==> config.mk <==
export PLATFORM = sky130hd
export DESIGN_NAME = rvx_bus_copier
export DESIGN_NICKNAME = d
export VERILOG_FILES = /design/src/rtl/rvx_bus_copier.sv
export SDC_FILE = /design/constraint.sdc
export NUM_CORES = 1
export LEC_CHECK = 0
export BUFFER_PORTS_ARGS = -buffer_cell sky130_fd_sc_hd__buf_2
export CAP_MARGIN = 30
export CORE_MARGIN = 2
export CORE_UTILIZATION = 35
export CTS_CLUSTER_SIZE = 16
export DETAILED_ROUTE_END_ITERATION = 16
export PLACE_DENSITY = 0.55
export SLEW_MARGIN = 20
export SYNTH_ARGS = -nofsm -noshare
export SYNTH_HDL_FRONTEND = slang
export SYNTH_SLANG_ARGS = --single-unit
==> constraint.sdc <==
create_clock -name clock -period 3.9 [get_ports clock]
set_clock_uncertainty 0.15 [all_clocks]
set_input_delay 0.39 -clock clock [delete_from_list [all_inputs] [get_ports clock]]
set_output_delay 0.39 -clock clock [all_outputs]
set_load 0.01 [all_outputs]
==> src/rtl/rvx_bus_copier.sv <==
// Block copier that masters the RVX IO request/response bus, moving whole
// 32-bit words from a source range to a destination range with a response timeout.
module rvx_bus_copier #(
    parameter int TIMEOUT_CYCLES = 255,
    parameter int COUNT_WIDTH    = 16
) (
    input  logic                   clock,
    input  logic                   reset,
    input  logic                   start,
    input  logic [31:0]            src_address,
    input  logic [31:0]            dst_address,
    input  logic [COUNT_WIDTH-1:0] word_count,
    output logic                   busy,
    output logic                   done,
    output logic                   error,
    output logic [COUNT_WIDTH-1:0] words_done,
    output logic [31:0]            rw_address,
    input  logic [31:0]            read_data,
    output logic                   read_request,
    input  logic                   read_response,
    output logic [31:0]            write_data,
    output logic [3:0]             write_strobe,
    output logic                   write_request,
    input  logic                   write_response
);

    typedef enum logic [2:0] {
        IDLE    = 3'd0,
        RD_REQ  = 3'd1,
        RD_WAIT = 3'd2,
        WR_REQ  = 3'd3,
        WR_WAIT = 3'd4,
        FINISH  = 3'd5
    } state_t;

    state_t                 state;
    state_t                 state_nx;
    logic [31:0]            src_cur;
    logic [31:0]            dst_cur;
    logic [COUNT_WIDTH-1:0] count_lat;
    logic [15:0]            tmo_cnt;
    logic                   misaligned;
    logic                   last_word;
    logic                   tmo_hit;

    assign misaligned = (src_address[1:0] != 2'b00) || (dst_address[1:0] != 2'b00);
    assign last_word  = (words_done + COUNT_WIDTH'(1)) == count_lat;
    // A response in the final wait cycle is checked first, so it beats the timeout.
    assign tmo_hit    = tmo_cnt == 16'(TIMEOUT_CYCLES - 1);

    always_ff @(posedge clock) begin
        if (reset) begin
            state <= IDLE;
        end else begin
            state <= state_nx;
        end
    end

    always_comb begin
        state_nx = state;
        case (state)
            IDLE: begin
                if (start) begin
                    if (misaligned || (word_count == '0)) begin
                        state_nx = FINISH;
                    end else begin
                        state_nx = RD_REQ;
                    end
                end
            end
            RD_REQ:  state_nx = RD_WAIT;
            RD_WAIT: begin
                if (read_response) begin
                    state_nx = WR_REQ;
                end else if (tmo_hit) begin
                    state_nx = FINISH;
                end
            end
            WR_REQ:  state_nx = WR_WAIT;
            WR_WAIT: begin
                if (write_response) begin
                    state_nx = last_word ? FINISH : RD_REQ;
                end else if (tmo_hit) begin
                    state_nx = FINISH;
                end
            end
            FINISH:  state_nx = IDLE;
            default: state_nx = IDLE;
        endcase
    end

    always_comb begin
        busy          = 1'b0;
        done          = 1'b0;
        rw_address    = 32'h0;
        read_request  = 1'b0;
        write_request = 1'b0;
        write_strobe  = 4'b0000;
        case (state)
            RD_REQ: begin
                busy         = 1'b1;
                read_request = 1'b1;
                rw_address   = src_cur;
            end
            RD_WAIT: begin
                busy       = 1'b1;
                rw_address = src_cur;
            end
            WR_REQ: begin
                busy          = 1'b1;
                write_request = 1'b1;
                write_strobe  = 4'b1111;
                rw_address    = dst_cur;
            end
            WR_WAIT: begin
                busy         = 1'b1;
                write_strobe = 4'b1111;
                rw_address   = dst_cur;
            end
            FINISH:  done = 1'b1;
            default: ;
        endcase
    end

    // Address and length registers carry no reset; they are only observed outside IDLE.
    always_ff @(posedge clock) begin
        case (state)
            IDLE: begin
                if (start) begin
                    src_cur   <= src_address;
                    dst_cur   <= dst_address;
                    count_lat <= word_count;
                end
            end
            WR_WAIT: begin
                if (write_response) begin
                    src_cur <= src_cur + 32'd4;
                    dst_cur <= dst_cur + 32'd4;
                end
            end
            default: ;
        endcase
    end

    always_ff @(posedge clock) begin
        if (reset) begin
            error      <= 1'b0;
            words_done <= '0;
            write_data <= 32'h0;
            tmo_cnt    <= 16'h0;
        end else begin
            case (state)
                IDLE: begin
                    if (start) begin
                        error      <= misaligned;
                        words_done <= '0;
                    end
                end
                RD_REQ: tmo_cnt <= 16'h0;
                RD_WAIT: begin
                    if (read_response) begin
                        write_data <= read_data;
                    end else if (tmo_hit) begin
                        error <= 1'b1;
                    end else begin
                        tmo_cnt <= tmo_cnt + 16'd1;
                    end
                end
                WR_REQ: tmo_cnt <= 16'h0;
                WR_WAIT: begin
                    if (write_response) begin
                        words_done <= words_done + COUNT_WIDTH'(1);
                    end else if (tmo_hit) begin
                        error <= 1'b1;
                    end else begin
                        tmo_cnt <= tmo_cnt + 16'd1;
                    end
                end
                default: ;
            endcase
        end
    end

endmodule
# Word level (Yosys, flattened, before mapping)
# Cells that the tools add are included.
[totals]
ff_bits = 148
in_bits = 117
out_inout_bits = 89
word_cells = 72
[op_classes]
addsub = 4
eq_ne = 11
n_mux = 31
reduce_logical = 18
[ops]
columns = ["op", "n"]
rows = [
  ["32-bit case mux with 2 select lines", 3],
  ["32-bit two-way mux", 4],
  ["16-bit two-way mux", 5],
  ["32-bit by 3-bit adder with 32-bit output, second input constant", 2],
  ["16-bit case mux with 3 select lines", 1],
  ["16-bit by 1-bit adder with 16-bit output, second input constant", 2],
  ["16-bit case mux with 2 select lines", 1],
  ["3-bit two-way mux", 6],
  ["16-bit == test", 1],
  ["16-bit by 8-bit == test with 1-bit output, second input constant", 1],
  ["16-bit zero test", 1],
  ["3-bit case mux with 5 select lines", 1],
  ["1-bit two-way mux", 8],
  ["2-bit inequality test, second input constant", 4],
  ["3-bit by 2-bit == test with 1-bit output, second input constant", 2],
  ["3-bit == test, second input constant", 2],
  ["3-bit AND reduction", 2],
  ["2-bit nonzero test", 3],
  ["3-bit nonzero test", 2],
  ["2-bit OR reduction", 3],
  ["4-bit two-way mux", 1],
  ["2-bit AND reduction", 2],
  ["4-bit AND reduction", 1],
  ["4-bit OR reduction", 1],
  ["other kinds (4)", 5],
]

# Longest topological paths before layout
[logic_depth]
ltp_word = 6
mapped_depth = 8
depth_no_buf = 8

# Least setup slack after synthesis
# Ideal clock, no wire load.
[synth_path]
path_type = "register to register"
startpoint = "register state[0]"
endpoint = "register words_done[14]"
setup_ps = 128
arrival_time_ps = 2412
required_time_ps = 3622
setup_slack_ps = 1211
stages_incl_launch_ff = 9
path_buffers = 1
period_less_slack_ps = 2689
cell_sequence = "dfxtp_1 -> buf_2 -> or2_1 -> nor3b_2 -> a21oi_1 -> inv_2 -> o21ai_0 -> a22oi_1 -> nor2_1"
[synth_between]
elab_chain_cells = 3
word_cells_on_any_way = 7
classes_between = "eq/ne (3); mux (1); reduce/logical (3)"
[synth_lines]
columns = ["element", "line_no", "source"]
rows = [
  ["start: declaration", "36", "state_t state;"],
  ["start signal: assignment", "55", "state <= state_nx;"],
  ["3-bit == test / 3-bit zero test (equally long branches)", "152", "case (state)"],
  ["2-bit inequality test (no line) / 2-bit nonzero test (equally long branches)", "n/a", ""],
  ["3-bit AND reduction (no line)", "n/a", ""],
  ["end signal: assignment", "172", "words_done <= words_done + COUNT_WIDTH'(1);"],
  ["end: declaration", "16", "output logic [COUNT_WIDTH-1:0] words_done,"],
]
# Parallel ways exist; a longest one is shown, timed or not.
# A chain may end at the register's enable or synchronous reset.

# Worst setup path in the final report
[layout_path]
startpoint = "register state[1]"
endpoint = "output rw_address[1]"
[layout_between]
elab_chain_cells = 3
word_cells_on_any_way = 7
classes_between = "eq/ne (4); mux (1); reduce/logical (2)"
[layout_lines]
columns = ["element", "line_no", "source"]
rows = [
  ["3-bit == test, or another cell as far along", "99", "case (state)"],
  ["2-bit OR reduction (no line)", "n/a", ""],
  ["32-bit case mux with 2 select lines (*)", "99", ""],
  ["end: declaration", "17", "output logic [31:0] rw_address,"],
]
# Mark *: on every way between the ends. The rest lies on a longest branch, timed or not.

==> impl_metrics.ini <==
[run_status]
status = finished, final reports clean

[critical_path]
rr_endpoint = dst_cur[14]
cp_data_required_time_ps = 3360
cp_slowest_cell = dfxtp_1
worst-path-buf-inv = 1
crit_type = register to output pin
crit_family = simple AND/OR/NAND/NOR gates
critPathArrivalTime_ps = 2680
reg2reg_from = state[0]
cp-end-kind = output pin
worstPathMaxFanout = 36
max_stage_delay_ps = 640
cp_cell_sequence = nor2b_1 > and2_1 > or2_2 > a22o_1 > buf_2
reg2reg_slack_ps = 1020
cp-start-kind = register
rr_worst_depth = 5

[route]
drcViolationCount = 0
vias = 6927
ant_nets = 0
routed_wl_mm = 22.4
drt_iter0_markers = 388
dr.pass1.iters = 5
wl_per_cell_um = 16.4
routed_via_density = 5.06

[sta]
worst_slew_pin_slew_ps = 757
period_needed_ps = 3220
worst_hold_slack_ps = 34.5
setup_viol = 0
rsz0062_at_grt = false
timing.fmax_mhz = 311
slew_headroom_pct = 49.4
finalMaxSlewViolations = 0
setup_tns_ps = 0
period_share_pct = 82.6
final_hold_viol_count = 0

[clock_tree]
post_cts_buffers = 0
clkLatencyLatePin_ps = 420
cts_resized = 0
cts_tree = built
cts.hold.buffers_added = 14
clkSinkCount = 148
clkTransAtPathRegs_ps = 70
numCtsBuffers = 17
htree_levels = 4
clock-root-buffer = clkbuf_16
max-clock-path-buffers = 2

[synth]
yosysWarnings = 0
ys_seq_elements = 148
netlist_instances = 871
ys_types = 74
synth_nets = 993
synth-edff-count = 80
synth-seq-area-share_pct = 47.0
synth.cell_area_um2 = 8010
synthArstFlopShare_pct = 0
synth_ff_type = edfxtp_1
synth.avg_cell_area_um2 = 9.20

[grt]
grt_overflow = 0
grt_usage_pct = 18.6
grt_antenna_before_repair = 2
grt_max_degree = 61
grt_pass1_vias = 6371
grt_pass1_wl_mm = 35.3

[cells_and_area]
num-nets-final = 1190
area_growth_pct = 25.1
drive_above_1_share_pct = 25.9
fillers = 2267

[hold_path]
min_to = count_lat[14]
min_path_cells = 1
worstHoldPathType = input port to register
min-delay-start = word_count[14]

[placed_design]
place_congestion = 0.818
io_buffer_count = 205
detailed_place_hpwl_mm = 16.0

[power]
power_density_nw_per_um2 = 719
ir_drop_v = 0.000411
total_leakage_power_nw = 3.99

[floorplanning]
chipHeight_um = 155
coreArea_um2 = 22600
io_pins = 206
start_util_pct = 35.5
rows = 55
die_area_um2 = 24100
die_w_um = 155

[run]
cap_violations = 0
[cell usage in the layout, fill, tap and decap left out, types with 4 or more instances in the layout]
master and count:
buf_2 205, nand2_1 157, edfxtp_1 80, dfxtp_1 68
a21oi_1 59, o21ai_0 58, nor2_1 57, xnor2_1 54
xor2_1 40, a22o_1 31, nand3_1 26, nor3_1 19
clkbuf_16 18, nand4_1 16, dlygate4sd3_1 14, and3_1 13
inv_1 12, nor4_1 12, buf_4 10, nor2b_1 8
and4_1 8, or3_1 8, o21ai_1 6, nand2b_1 6
and2_1 5, ha_1 5, inv_6 5, nor2_2 4
o21ai_2 4, a31oi_1 4, inv_8 4
[worst max path at each step]
stage,slack [ps],depth (start not counted),startpoint,end
final,680,5,state[1],rw_address[1]
after CTS,640,5,state[1],rw_address[0]
after detailed placement,950,7,state[0],words_done[14]
after global placement,1020,7,state[0],words_done[14]
after global routing,470,5,state[1],rw_address[0]
after floorplan,1210,8,state[0],words_done[14]
[where the power goes]
group | leakage [nW] | switching [mW] | internal [mW]
sequential | 1.31 | 0.504 | 2.27
combinational | 2.38 | 1.64 | 1.10
clock | 0.295 | 0.732 | 0.952
total | 3.99 | 2.88 | 4.33
[stage by stage]
stage / instances / setup WS (ps) / util (%) / power [mW] / instance area [um^2]
floorplan: 871 / 1210 / - / 4.54 / 8010
global route: 1368 / 472 / 44.4 / 7.69 / 10000
global placement: 1319 / 1020 / 41.0 / 5.52 / 9250
finish: 1368 / 680 / 44.4 / 7.20 / 10000
detailed placement: 1320 / 950 / 41.1 / 5.55 / 9270
CTS: 1366 / 643 / 44.4 / 7.27 / 10000
[routing by layer]
layer  wire length [um]  track usage [%]  vias up
met1              10500             26.0     3180
met3               1520             5.07       24
met2              10000             28.1      231
li1                   -                -     3492
met5                  0                0        -
met4                367             5.55        0
[synth_stat cells, drive strengths merged (9+ instances only)]
cell,n,area (um^2)
xnor2,54,473
a22o,32,282
xor2,40,350
clkbuf,41,168
nand3,30,178
inv,13,48.8
dfxtp,68,1360
o21ai,68,355
buf,12,83.8
and4,9,81.3
and3,14,88.8
nand4,18,134
nor2,61,236
nor4,16,143
a21oi,59,295
edfxtp,80,2400
nor3,19,95.1
nand2,158,596
[kinds of logic (layout without fill, tap and decap cells)]
group,count (synthesis),count (layout),synth area share (%)
fa+ha+maj,5,5,0.781
mux,3,3,0.391
simple gates,375,375,24.2
buf+inv,66,276,3.75
other cells,0,2,0
flops,148,148,47.0
compound gates,180,180,13.6
xor+xnor,94,94,10.3
[state kept, by name, summed over array words and instances, names as in the netlist]
register / flops
dst_cur: 32
src_cur: 32
write_data: 32
count_lat: 16
tmo_cnt: 16
words_done: 16
state: 3
error: 1
[final cells by class]
class | count | area (um^2) | share of cell area [%]
multi-input combinational | 657 | 3960 | 39.5
sequential | 148 | 3760 | 37.6
timing repair buffer | 231 | 1280 | 12.8
clock buffer | 19 | 454 | 4.53
tap | 285 | 357 | 3.56
clock inverter | 13 | 151 | 1.51
inverter | 13 | 48.8 | 0.487
antenna | 2 | 5.00 | 0.0500
Note: power is estimated with default switching activity, not from simulation.
